### config.mk
export PLATFORM = sky130hd
export DESIGN_NAME = pwm_ramp_ctrl
export DESIGN_NICKNAME = d
export VERILOG_FILES = /design/src/rtl/pwm_ramp_pkg.sv /design/src/rtl/pwm_core.sv /design/src/rtl/pwm_ramp_ctrl.sv
export SDC_FILE = /design/constraint.sdc
export NUM_CORES = 1
export LEC_CHECK = 0
export ABC_CLOCK_PERIOD_IN_PS = 4400
export CORE_ASPECT_RATIO = 0.8
export CORE_MARGIN = 1.5
export CORE_UTILIZATION = 60
export CTS_CLUSTER_DIAMETER = 100
export DETAILED_ROUTE_END_ITERATION = 16
export HOLD_SLACK_MARGIN = 0.05
export PLACE_DENSITY = 0.81
export SETUP_SLACK_MARGIN = 0.5
export SLEW_MARGIN = 0
export SYNTH_ARGS = -nofsm -noshare
export SYNTH_HDL_FRONTEND = slang
export SYNTH_SLANG_ARGS = --single-unit
### constraint.sdc
create_clock -name clk -period 4.4 [get_ports clk]
set_clock_uncertainty 0.1 [all_clocks]
set_input_delay 0.88 -clock clk [delete_from_list [all_inputs] [get_ports clk]]
set_output_delay 0.88 -clock clk [all_outputs]
set_load 0.05 [all_outputs]
### src/rtl/pwm_ramp_pkg.sv
// Shared types and constants for the PWM soft-start controller: FSM states, full-scale duty and
// the speed-code to target-duty table.
package pwm_ramp_pkg;

   localparam int unsigned PWM_DUTY_W = 8;
   localparam logic [PWM_DUTY_W-1:0] PWM_MAX = 8'd255;

   typedef enum logic [1:0] {
      StIdle,
      StRampUp,
      StRampDown,
      StHold
   } ramp_state_e;

   // Roughly linear steps of 36, with the top code pinned to full scale.
   function automatic logic [PWM_DUTY_W-1:0] level(input logic [2:0] code);
      logic [PWM_DUTY_W-1:0] lvl;
      unique case (code)
         3'd0:    lvl = 8'd0;
         3'd1:    lvl = 8'd36;
         3'd2:    lvl = 8'd72;
         3'd3:    lvl = 8'd108;
         3'd4:    lvl = 8'd144;
         3'd5:    lvl = 8'd180;
         3'd6:    lvl = 8'd216;
         default: lvl = PWM_MAX;
      endcase
      return lvl;
   endfunction

endpackage

### src/rtl/pwm_core.sv
// PWM period counter, period-boundary strobe and registered duty compare.
// The counter is parked at 0 whenever run_i is low.
module pwm_core
   import pwm_ramp_pkg::*;
#(
   parameter int unsigned DUTY_W = 8
) (
   input  logic              clk,
   input  logic              rst_n,
   input  logic              run_i,
   input  logic [DUTY_W-1:0] duty_now_i,
   output logic              pwm_o,
   output logic              pb_o
);

   // Period is 2^DUTY_W-1 cycles so that full-scale duty gives a solid high.
   localparam logic [DUTY_W-1:0] CntLast = DUTY_W'((1 << DUTY_W) - 2);

   logic [DUTY_W-1:0] cnt_q, cnt_d;
   logic              pwm_q, pwm_d;

   always_comb begin
      pb_o  = run_i && (cnt_q == CntLast);
      pwm_d = (cnt_q < duty_now_i);
      if (!run_i || pb_o) begin
         cnt_d = '0;
      end else begin
         cnt_d = cnt_q + 1'b1;
      end
   end

   always_ff @(posedge clk or negedge rst_n) begin
      if (!rst_n) begin
         cnt_q <= '0;
         pwm_q <= 1'b0;
      end else begin
         cnt_q <= cnt_d;
         pwm_q <= pwm_d;
      end
   end

   assign pwm_o = pwm_q;

endmodule

### src/rtl/pwm_ramp_ctrl.sv
// Soft-start/soft-stop PWM controller: slews the live duty toward the speed-code target, one
// STEP per ramp tick, updating only at period boundaries. Define PWM_SYNC_IN_EN to synchronize
// enable/speed/ramp_rate through 2-flop chains.
module pwm_ramp_ctrl
   import pwm_ramp_pkg::*;
#(
   parameter int unsigned DUTY_W = 8,
   parameter int unsigned STEP   = 4,
   parameter int unsigned RATE_W = 2
) (
   input  logic              clk,
   input  logic              rst_n,
   input  logic              enable,
   input  logic [2:0]        speed,
   input  logic [RATE_W-1:0] ramp_rate,
   output logic              pwm,
   output logic [DUTY_W-1:0] duty_now,
   output logic              busy,
   output logic              at_target
);

   // Tick counter must reach 2^(2^RATE_W-1) pb events.
   localparam int unsigned TickW = (1 << RATE_W) - 1;
   localparam logic [TickW:0] TickOne = (TickW + 1)'(1);
   localparam logic [DUTY_W:0] StepX = (DUTY_W + 1)'(STEP);

   logic              en_s;
   logic [2:0]        speed_s;
   logic [RATE_W-1:0] rate_s;

`ifdef PWM_SYNC_IN_EN
   logic [1:0]             en_sync_q, en_sync_d;
   logic [1:0][2:0]        speed_sync_q, speed_sync_d;
   logic [1:0][RATE_W-1:0] rate_sync_q, rate_sync_d;

   always_comb begin
      en_sync_d    = {en_sync_q[0], enable};
      speed_sync_d = {speed_sync_q[0], speed};
      rate_sync_d  = {rate_sync_q[0], ramp_rate};
   end

   always_ff @(posedge clk or negedge rst_n) begin
      if (!rst_n) begin
         en_sync_q    <= '0;
         speed_sync_q <= '0;
         rate_sync_q  <= '0;
      end else begin
         en_sync_q    <= en_sync_d;
         speed_sync_q <= speed_sync_d;
         rate_sync_q  <= rate_sync_d;
      end
   end

   assign en_s    = en_sync_q[1];
   assign speed_s = speed_sync_q[1];
   assign rate_s  = rate_sync_q[1];
`else
   assign en_s    = enable;
   assign speed_s = speed;
   assign rate_s  = ramp_rate;
`endif

   ramp_state_e       state_q, state_d;
   logic [DUTY_W-1:0] duty_q, duty_d;
   logic [TickW-1:0]  tick_q, tick_d;

   logic              pb;
   logic              tick_fire;
   logic [TickW:0]    tick_lim;
   logic [DUTY_W-1:0] tgt;
   logic [DUTY_W:0]   tgt_x, duty_x, up_sum;
   logic [DUTY_W-1:0] up_sat, dn_sat;
   ramp_state_e       park_st;

   pwm_core #(
      .DUTY_W (DUTY_W)
   ) u_pwm_core (
      .clk        (clk),
      .rst_n      (rst_n),
      .run_i      (state_q != StIdle),
      .duty_now_i (duty_q),
      .pwm_o      (pwm),
      .pb_o       (pb)
   );

   // Saturating slew toward the target, one extra bit so nothing wraps.
   always_comb begin
      tgt      = en_s ? DUTY_W'(level(speed_s)) : '0;
      tgt_x    = {1'b0, tgt};
      duty_x   = {1'b0, duty_q};
      up_sum   = duty_x + StepX;
      up_sat   = (up_sum >= tgt_x) ? tgt : up_sum[DUTY_W-1:0];
      dn_sat   = (duty_x <= tgt_x + StepX) ? tgt : DUTY_W'(duty_x - StepX);
      tick_lim = TickOne << rate_s;
      tick_fire = ({1'b0, tick_q} + TickOne) >= tick_lim;
      park_st  = en_s ? StHold : StIdle;
   end

   // A direction change is taken on its own pb; the step waits for a later tick.
   always_comb begin
      state_d = state_q;
      duty_d  = duty_q;
      unique case (state_q)
         StIdle: begin
            if (en_s && (tgt != '0)) begin
               state_d = StRampUp;
            end
         end
         StRampUp: begin
            if (pb) begin
               if (!en_s || (tgt < duty_q)) begin
                  state_d = StRampDown;
               end else if (tgt == duty_q) begin
                  state_d = StHold;
               end else if (tick_fire) begin
                  duty_d = up_sat;
                  if (up_sat == tgt) begin
                     state_d = StHold;
                  end
               end
            end
         end
         StRampDown: begin
            if (pb) begin
               if (tgt > duty_q) begin
                  state_d = StRampUp;
               end else if (tgt == duty_q) begin
                  state_d = park_st;
               end else if (tick_fire) begin
                  duty_d = dn_sat;
                  if (dn_sat == tgt) begin
                     state_d = park_st;
                  end
               end
            end
         end
         StHold: begin
            if (pb) begin
               if (tgt > duty_q) begin
                  state_d = StRampUp;
               end else if ((tgt < duty_q) || !en_s) begin
                  state_d = StRampDown;
               end
            end
         end
         default: state_d = StIdle;
      endcase
   end

   always_comb begin
      tick_d = tick_q;
      if (state_d != state_q) begin
         tick_d = '0;
      end else if (pb) begin
         tick_d = tick_fire ? '0 : tick_q + 1'b1;
      end
   end

   always_ff @(posedge clk or negedge rst_n) begin
      if (!rst_n) begin
         state_q <= StIdle;
         duty_q  <= '0;
         tick_q  <= '0;
      end else begin
         state_q <= state_d;
         duty_q  <= duty_d;
         tick_q  <= tick_d;
      end
   end

   assign duty_now  = duty_q;
   assign busy      = (state_q == StRampUp) || (state_q == StRampDown);
   assign at_target = (state_q == StHold);

endmodule
### After elaboration in Yosys (flattened, before gate mapping)

Index checks and enable logic that the tools add are counted.
W data, S select, Z words.

| word-level totals | value |
|---|---|
| input port bits | 8 |
| output and inout bits | 11 |
| register bits | 22 |
| logic and storage cells | 87 |

| cells by class | value |
|---|---|
| add/sub/neg operators | 6 |
| order comparisons | 6 |
| equal/unequal tests | 22 |
| reductions and logical operators | 14 |
| shifts and indexed selects | 1 |
| multiplexer cells | 33 |

Operators by type and width:

| operator | count |
|---|---|
| $mux W8 | 12 |
| $pmux W8 S7 | 1 |
| $mux W2 | 15 |
| $eq A8 B8 Y1 | 3 |
| $add A8 B3 Y9 const B | 2 |
| $lt A8 B8 Y1 | 2 |
| $ne A2 B2 Y1 const B | 8 |
| $pmux W8 S2 | 1 |
| $eq A3 B3 Y1 const B | 3 |
| $ge A9 B8 Y1 | 1 |
| $le A8 B9 Y1 | 1 |
| $mux W3 | 3 |
| $reduce_and A9 Y1 | 1 |
| $add A8 B1 Y8 const B | 1 |
| $eq A8 B8 Y1 const B | 1 |
| $gt A8 B8 Y1 | 1 |
| $pmux W2 S4 | 1 |
| $reduce_bool A8 Y1 | 1 |
| $sub A8 B3 Y8 const B | 1 |
| $eq A3 B2 Y1 const B | 2 |
| $reduce_bool A2 Y1 | 3 |
| $add A3 B1 Y4 const B | 1 |
| $eq A2 B2 Y1 const B | 2 |
| $ge A4 B4 Y1 | 1 |
| 10 further kinds | 14 |

### Depth between registers and ports, before layout

| depth | value |
|---|---|
| word-level depth | 15 |
| gate-level depth with buffers | 16 |
| mapped depth without buffers | 15 |

### Cells and area by module

A second synthesis with hierarchy kept.

| unflattened totals | value |
|---|---|
| cells, all modules | 358 |
| area, all modules | 2852.7 um2 |

By module, submodules not included:

| module | times used | sequential area each (um2) | area each (um2) | cells an instance |
|---|---|---|---|---|
| pwm_ramp_ctrl | 1 | 325.3 | 2233.4 | 287 |
| pwm_core | 1 | 225.2 | 619.3 | 71 |

### Least setup slack after synthesis

No wires, ideal clock.

| timing | value |
|---|---|
| path type | input-to-reg |
| from | input port enable |
| to | register tick_q[0] |
| stages | 16 |
| required time | 4.214 ns |
| path slack | 0.157 ns |
| arrival | 4.057 ns |
| setup time | 0.086 ns |
| path through | clkbuf_1 -> nand2_1 -> inv_1 -> ha_1 -> nand3_1 -> xnor2_1 -> ha_1 -> a21o_1 -> a221o_1 -> o221a_2 -> o31ai_1 -> a21oi_1 -> mux2i_1 -> o31ai_1 -> o2bb2ai_1 -> nor3_1 |

| on the way | value |
|---|---|
| word-level cells in the longest chain between the ends | 13 |

Ends and longest elaborated chain:

| element | line | RTL |
|---|---|---|
| from (decl) | pwm_ramp_ctrl.sv:13 | `input logic enable,` |
| $mux W8 | pwm_ramp_ctrl.sv:88 | `tgt = en_s ? DUTY_W'(level(speed_s)) : '0;` |
| $add A8 B3 Y9 | pwm_ramp_ctrl.sv:93 | `dn_sat = (duty_x <= tgt_x + StepX) ? tgt : DUTY_W'(duty_x - StepX);` |
| $le A8 B9 Y1 | pwm_ramp_ctrl.sv:93 |  |
| $mux W8 | pwm_ramp_ctrl.sv:93 |  |
| $eq A8 B8 Y1 | pwm_ramp_ctrl.sv:131 | `if (dn_sat == tgt) begin` |
| $mux W2 | pwm_ramp_ctrl.sv:131 |  |
| $mux W2 | pwm_ramp_ctrl.sv:129 | `end else if (tick_fire) begin` |
| $mux W2 | pwm_ramp_ctrl.sv:127 | `end else if (tgt == duty_q) begin` |
| $mux W2 | pwm_ramp_ctrl.sv:125 | `if (tgt > duty_q) begin` |
| $mux W2 | pwm_ramp_ctrl.sv:124 | `if (pb) begin` |
| $pmux W2 S4 * | pwm_ramp_ctrl.sv:103 | `unique case (state_q)` |
| $ne A2 B2 Y1 * | pwm_ramp_ctrl.sv:152 | `if (state_d != state_q) begin` |
| $mux W3 or $reduce_bool A2 Y1 (tied branches) | - |  |
| to (signal assigned) | pwm_ramp_ctrl.sv:167 | `tick_q <= tick_d;` |
| to (decl) | pwm_ramp_ctrl.sv:65 | `logic [TickW-1:0] tick_q, tick_d;` |

Mark *: on every way between the ends. The rest lies on a longest branch, timed or not.
A chain may end at the register's enable or synchronous reset.

### Worst setup path after layout

| timing | value |
|---|---|
| from | input port enable |
| to | register state_q[1] |

| on the way | value |
|---|---|
| word-level cells in the longest chain between the ends | 11 |

Ends and longest elaborated chain:

| element | line | RTL |
|---|---|---|
| $mux W8 | pwm_ramp_ctrl.sv:88 |  |
| $add A8 B3 Y9 | pwm_ramp_ctrl.sv:93 |  |
| $le A8 B9 Y1 | pwm_ramp_ctrl.sv:93 |  |
| $mux W8 | pwm_ramp_ctrl.sv:93 |  |
| $eq A8 B8 Y1 | pwm_ramp_ctrl.sv:131 |  |
| $mux W2 | pwm_ramp_ctrl.sv:131 |  |
| $mux W2 | pwm_ramp_ctrl.sv:129 |  |
| $mux W2 | pwm_ramp_ctrl.sv:127 |  |
| $mux W2 | pwm_ramp_ctrl.sv:125 |  |
| $mux W2 | pwm_ramp_ctrl.sv:124 |  |
| $pmux W2 S4 * | pwm_ramp_ctrl.sv:103 |  |
| via state_d[1] | pwm_ramp_ctrl.sv:63 | `ramp_state_e state_q, state_d;` |
| to (signal assigned) | pwm_ramp_ctrl.sv:161 | `state_q <= StIdle;` |
| to (signal assigned) | pwm_ramp_ctrl.sv:165 | `state_q <= state_d;` |
| to (decl) | pwm_ramp_ctrl.sv:63 |  |

Mark *: on every way through the listed nets, which the timed path passes. The rest lies on a longest branch.

==> impl_results.rst <==
.. list-table::
   :header-rows: 1

   * - Metric
     - Value
   * - Placed Area
     - 2960 um^2
   * - Delay of the slowest critical-path stage
     - 0.35 ns
   * - Number of warnings printed during yosys synthesis
     - 0
   * - Clock Latency Late Sink
     - roughly 0.27 ns
   * - Max-cap viol count
     - 0
   * - Clock transition at path regs
     - 0.09 ns
   * - Share of layout cells above drive strength 1
     - 12.4%
   * - Routed wire length
     - roughly 7000 um
   * - Max VDD drop
     - between 150 and 200 uV
   * - Tightest slew margin relative to the limit
     - between 20% and 30%
   * - Placer congestion estimate
     - around 0.94
   * - Detailed router's first-iteration violation count
     - around 280
   * - R2r worst-path depth
     - 11
   * - Post-CTS setup buffer count
     - 0
   * - Time the final worst path needs with I/O delays and setup
     - 3.71 ns
   * - Share of the yosys chip area belonging to registers
     - approximately a fifth
   * - R2R Path Start
     - duty_now[4]
   * - Worst-case clock buffer depth
     - 2
   * - Post-placement cell count
     - ~400
   * - Starting density of the core
     - between 60% and 70%
   * - Power Dens Cells
     - approximately 240 nW/um^2
   * - Critical path launch point type
     - input pin
   * - Fill count
     - between 300 and 400
   * - Hold path cells
     - 2
   * - Diodes inserted
     - 0
   * - Wirelength per Cell
     - about 17 um
   * - Endpoint of the most critical register-to-register path
     - tick_q[0]
   * - TritonCTS clock tree
     - built
   * - Share of synthesized flip-flops with an asynchronous set or reset
     - between 90% and 100%
   * - Dominant register cell in the synthesized netlist
     - sky130_fd_sc_hd__dfrtp_1
   * - Achievable Freq
     - roughly 270 MHz
   * - Final Instance Count excl. Fillers
     - between 400 and 500
   * - Port Buffer Count
     - 18
   * - FF+latch count, synth
     - 22
   * - Outcome
     - completed
   * - Number of buffers created by CTS
     - 3
   * - Path category of the worst min-delay check
     - register to register
   * - Netlist cell types
     - 50
   * - Final net count
     - ~400
   * - Unrepaired setup endpoints after global routing
     - false
   * - Gr usage total
     - between 20% and 30%
   * - Global-route wire length before repair
     - ~11000 um
   * - Sequence of cells on the critical path
     - clkbuf_2, nand2_4, inv_2, ha_1, nand3_1, xnor2_1, ha_1, and3_1, a221o_1, o221a_2, o31ai_4, a21oi_2, mux2i_1, o31ai_2, a211o_1, a22oi_1
   * - Number of enable-type register cells in the synthesized netlist
     - 0
   * - Number of global-route vias before repair
     - around 2300
   * - HPWL after DPL
     - 5280 um
   * - Routed vias/inst
     - 6.40
   * - Final instance area
     - ~3000 um^2
   * - Cell occurring most often along the worst timing path
     - sky130_fd_sc_hd__ha_1
   * - Critical path buffer and inverter count
     - 2
   * - CTS Sinks
     - 22
   * - Reg2Reg Setup Slack
     - approximately 0.69 ns
   * - Antenna violations before repair
     - 0
   * - Post-synthesis area per instance
     - ~8 um^2
   * - Count of hold-fix buffers inserted at cts
     - 0
   * - Via count
     - roughly 2600
   * - Critical path class
     - input pin to register
   * - First-pass iteration count of the detailed router
     - 5
   * - CP Capture Type
     - register
   * - Number of failing setup endpoints in the final timing report
     - 0
   * - Transition time of the tightest slew-check pin
     - between 1 and 1.5 ns
   * - Die ar.
     - between 4000 and 5000 um^2
   * - Pin count of the biggest net entering global routing
     - 23
   * - Leakage power
     - 0.00147 uW
   * - Die Y
     - just over 60 um
   * - Worst-path maximum fanout
     - 5
   * - CTS Root Cell
     - sky130_fd_sc_hd__clkbuf_8
   * - Area growth, synth to finish
     - 18.3%
   * - Residual antenna-violating net count after detailed routing
     - 0
   * - Hold wc startpoint
     - u_pwm_core.cnt_q[5]
   * - Worst hold endpoint
     - u_pwm_core.cnt_q[5]
   * - DRC Markers
     - 0
   * - Arrival time at the worst endpoint
     - 3.79 ns
   * - # rows
     - 21
   * - Die W
     - around 77 um
   * - Number of ports placed on the die boundary
     - 19
   * - Required @ worst endpoint
     - around 4.5 ns
   * - Area of the core
     - around 4200 um^2
   * - Category of cells accounting for the largest share of critical-path delay
     - compound AO/OA/AOI/OAI gates
   * - Critical Path Stages
     - 16
   * - Final count of pins violating max slew
     - 0
   * - Ratio of final minimum period to clock period
     - a little over four fifths
   * - Total global routing overflow
     - 0
   * - Count of mapped cells out of synthesis
     - 319
   * - Cell area after synthesis
     - around 2600 um^2
   * - Synthesized netlist net count
     - 371
   * - Cell with the biggest individual delay on the critical path
     - sky130_fd_sc_hd__a221o_1
   * - Final hold viol count
     - 0
   * - Number of H-tree levels
     - 1
[timing repair]
action | CTS | global route
resized for setup | 10 | 12
cloned | 0 | 0
pin swaps | 2 | 3
endpoints found under the setup margin | 13 | 12
[synthesized netlist by cell type, types with 3 or more instances]
| library cell | count | share of area, % |
|---|---|---|
| sky130_fd_sc_hd__nand4_1 | 4 | 0.96 |
| sky130_fd_sc_hd__nand2_1 | 27 | 3.9 |
| sky130_fd_sc_hd__nor2_1 | 26 | 3.7 |
| sky130_fd_sc_hd__o31ai_1 | 4 | 1.2 |
| sky130_fd_sc_hd__ha_1 | 44 | 21 |
| sky130_fd_sc_hd__or2_2 | 3 | 0.72 |
| sky130_fd_sc_hd__or4_1 | 3 | 0.86 |
| sky130_fd_sc_hd__a21o_1 | 9 | 2.6 |
| sky130_fd_sc_hd__a211o_1 | 4 | 1.3 |
| sky130_fd_sc_hd__a21oi_1 | 19 | 3.6 |
| sky130_fd_sc_hd__clkbuf_1 | 7 | 1.0 |
| sky130_fd_sc_hd__nand2b_1 | 7 | 1.7 |
| sky130_fd_sc_hd__nor3_1 | 9 | 1.7 |
| sky130_fd_sc_hd__a211oi_1 | 6 | 1.7 |
| sky130_fd_sc_hd__xnor2_1 | 7 | 2.4 |
| sky130_fd_sc_hd__xor2_1 | 8 | 2.7 |
| sky130_fd_sc_hd__dfrtp_1 | 22 | 21 |
| sky130_fd_sc_hd__o21ai_0 | 19 | 3.6 |
| sky130_fd_sc_hd__nand3_1 | 11 | 2.1 |
| sky130_fd_sc_hd__o211ai_1 | 4 | 1.2 |
| sky130_fd_sc_hd__nor2b_1 | 3 | 0.72 |
| sky130_fd_sc_hd__inv_1 | 21 | 3.0 |
| sky130_fd_sc_hd__mux2i_1 | 8 | 3.1 |
| sky130_fd_sc_hd__a221oi_1 | 3 | 1.0 |
| sky130_fd_sc_hd__and3_1 | 5 | 1.2 |
[final cells by class]
class	instances	area [um^2]	area share, %
repair buffers	34	292	9.46
flip-flops and latches	22	551	17.9
clock inverters	1	30.0	0.974
well taps	57	71.3	2.31
clock buffers	3	41.3	1.34
multi-input cells	267	2020	65.5
inverters	21	78.8	2.56
[metrics by stage]
stage	setup slack, ns	hold WS (ns)	TNS (ns)	total power, uW	utilization, %
final	0.689	0.478	0	739	73.8
after floorplan	0.526	0.404	0	454	-
after global placement	0.0417	0.452	0	523	70.7
after detailed placement	-0.0678	0.466	-0.208	528	70.7
after CTS	0.500	0.489	0	732	73.0
after global routing	0.488	0.503	0	786	73.8
[worst min-delay path: stages, from the launching register on]
cell                      delay (ns)
sky130_fd_sc_hd__dfrtp_1        0.38
sky130_fd_sc_hd__xor2_1         0.08
sky130_fd_sc_hd__nor2_1         0.08
[state kept, by name, indices dropped and copies added, names as in the netlist]
signal and cells:
u_pwm_core.pwm_o 1, tick_q 3, duty_now 8, state_q 2, u_pwm_core.cnt_q 8
[cell families after synthesis]
kind of cell             after synthesis  synth area share [%]
AND/OR/NAND/NOR                      108                  20.5
AO/OA/AOI/OAI                         92                  24.4
adder cells (fa/ha/maj)               44                  21.1
buffers and inverters                 30                  4.66
flip-flops                            22                  21.1
XOR/XNOR                              15                  5.04
multiplexers                           8                  3.07
[worst max path at each step]
stage,endpoint,start
2_1_floorplan,tick_q[0],enable
3_5_place_dp,tick_q[0],enable
4_1_cts,tick_q[0],speed[2]
3_3_place_gp,tick_q[0],enable
5_1_grt,tick_q[0],enable
6_report,state_q[1],enable
[cells in the final DEF, fill, tap and decap left out, drive strengths merged, types with 3 or more instances in the layout]
cell           netlist  final
buf                  2     16
o21ai               19     19
or3                  3      3
a221oi               3      3
ha                  44     44
nand3               11     11
xnor2                7      7
dfrtp               22     22
a21oi               19     19
o31ai                4      4
clkbuf               7      6
nand4                4      4
mux2i                8      8
o211ai               4      4
nor2b                3      3
nor2                26     26
nor3                 9      9
inv                 21     21
clkdlybuf4s50        0     14
and3                 5      5
nand2               27     27
a21o                 9      9
or4                  3      3
a211o                4      4
or2                  3      3
nand2b               7      7
xor2                 8      8
a211oi               7      7
[per-layer routing]
layer	GRT usage [%]	wire [um]	vias up
li1	-	-	1237
met1	41.6	3250	1244
met4	8.99	66	0
met5	0	0	-
met3	5.11	549	10
met2	48.2	3180	103
[power breakdown]
part           total [uW]  switching, uW  internal (uW)  leakage (uW)
Clock                 192           70.8            122     0.0000357
Combinational         295            177            118       0.00116
Sequential            252           31.7            220      0.000271
Note: power is estimated with default switching activity, not from simulation.
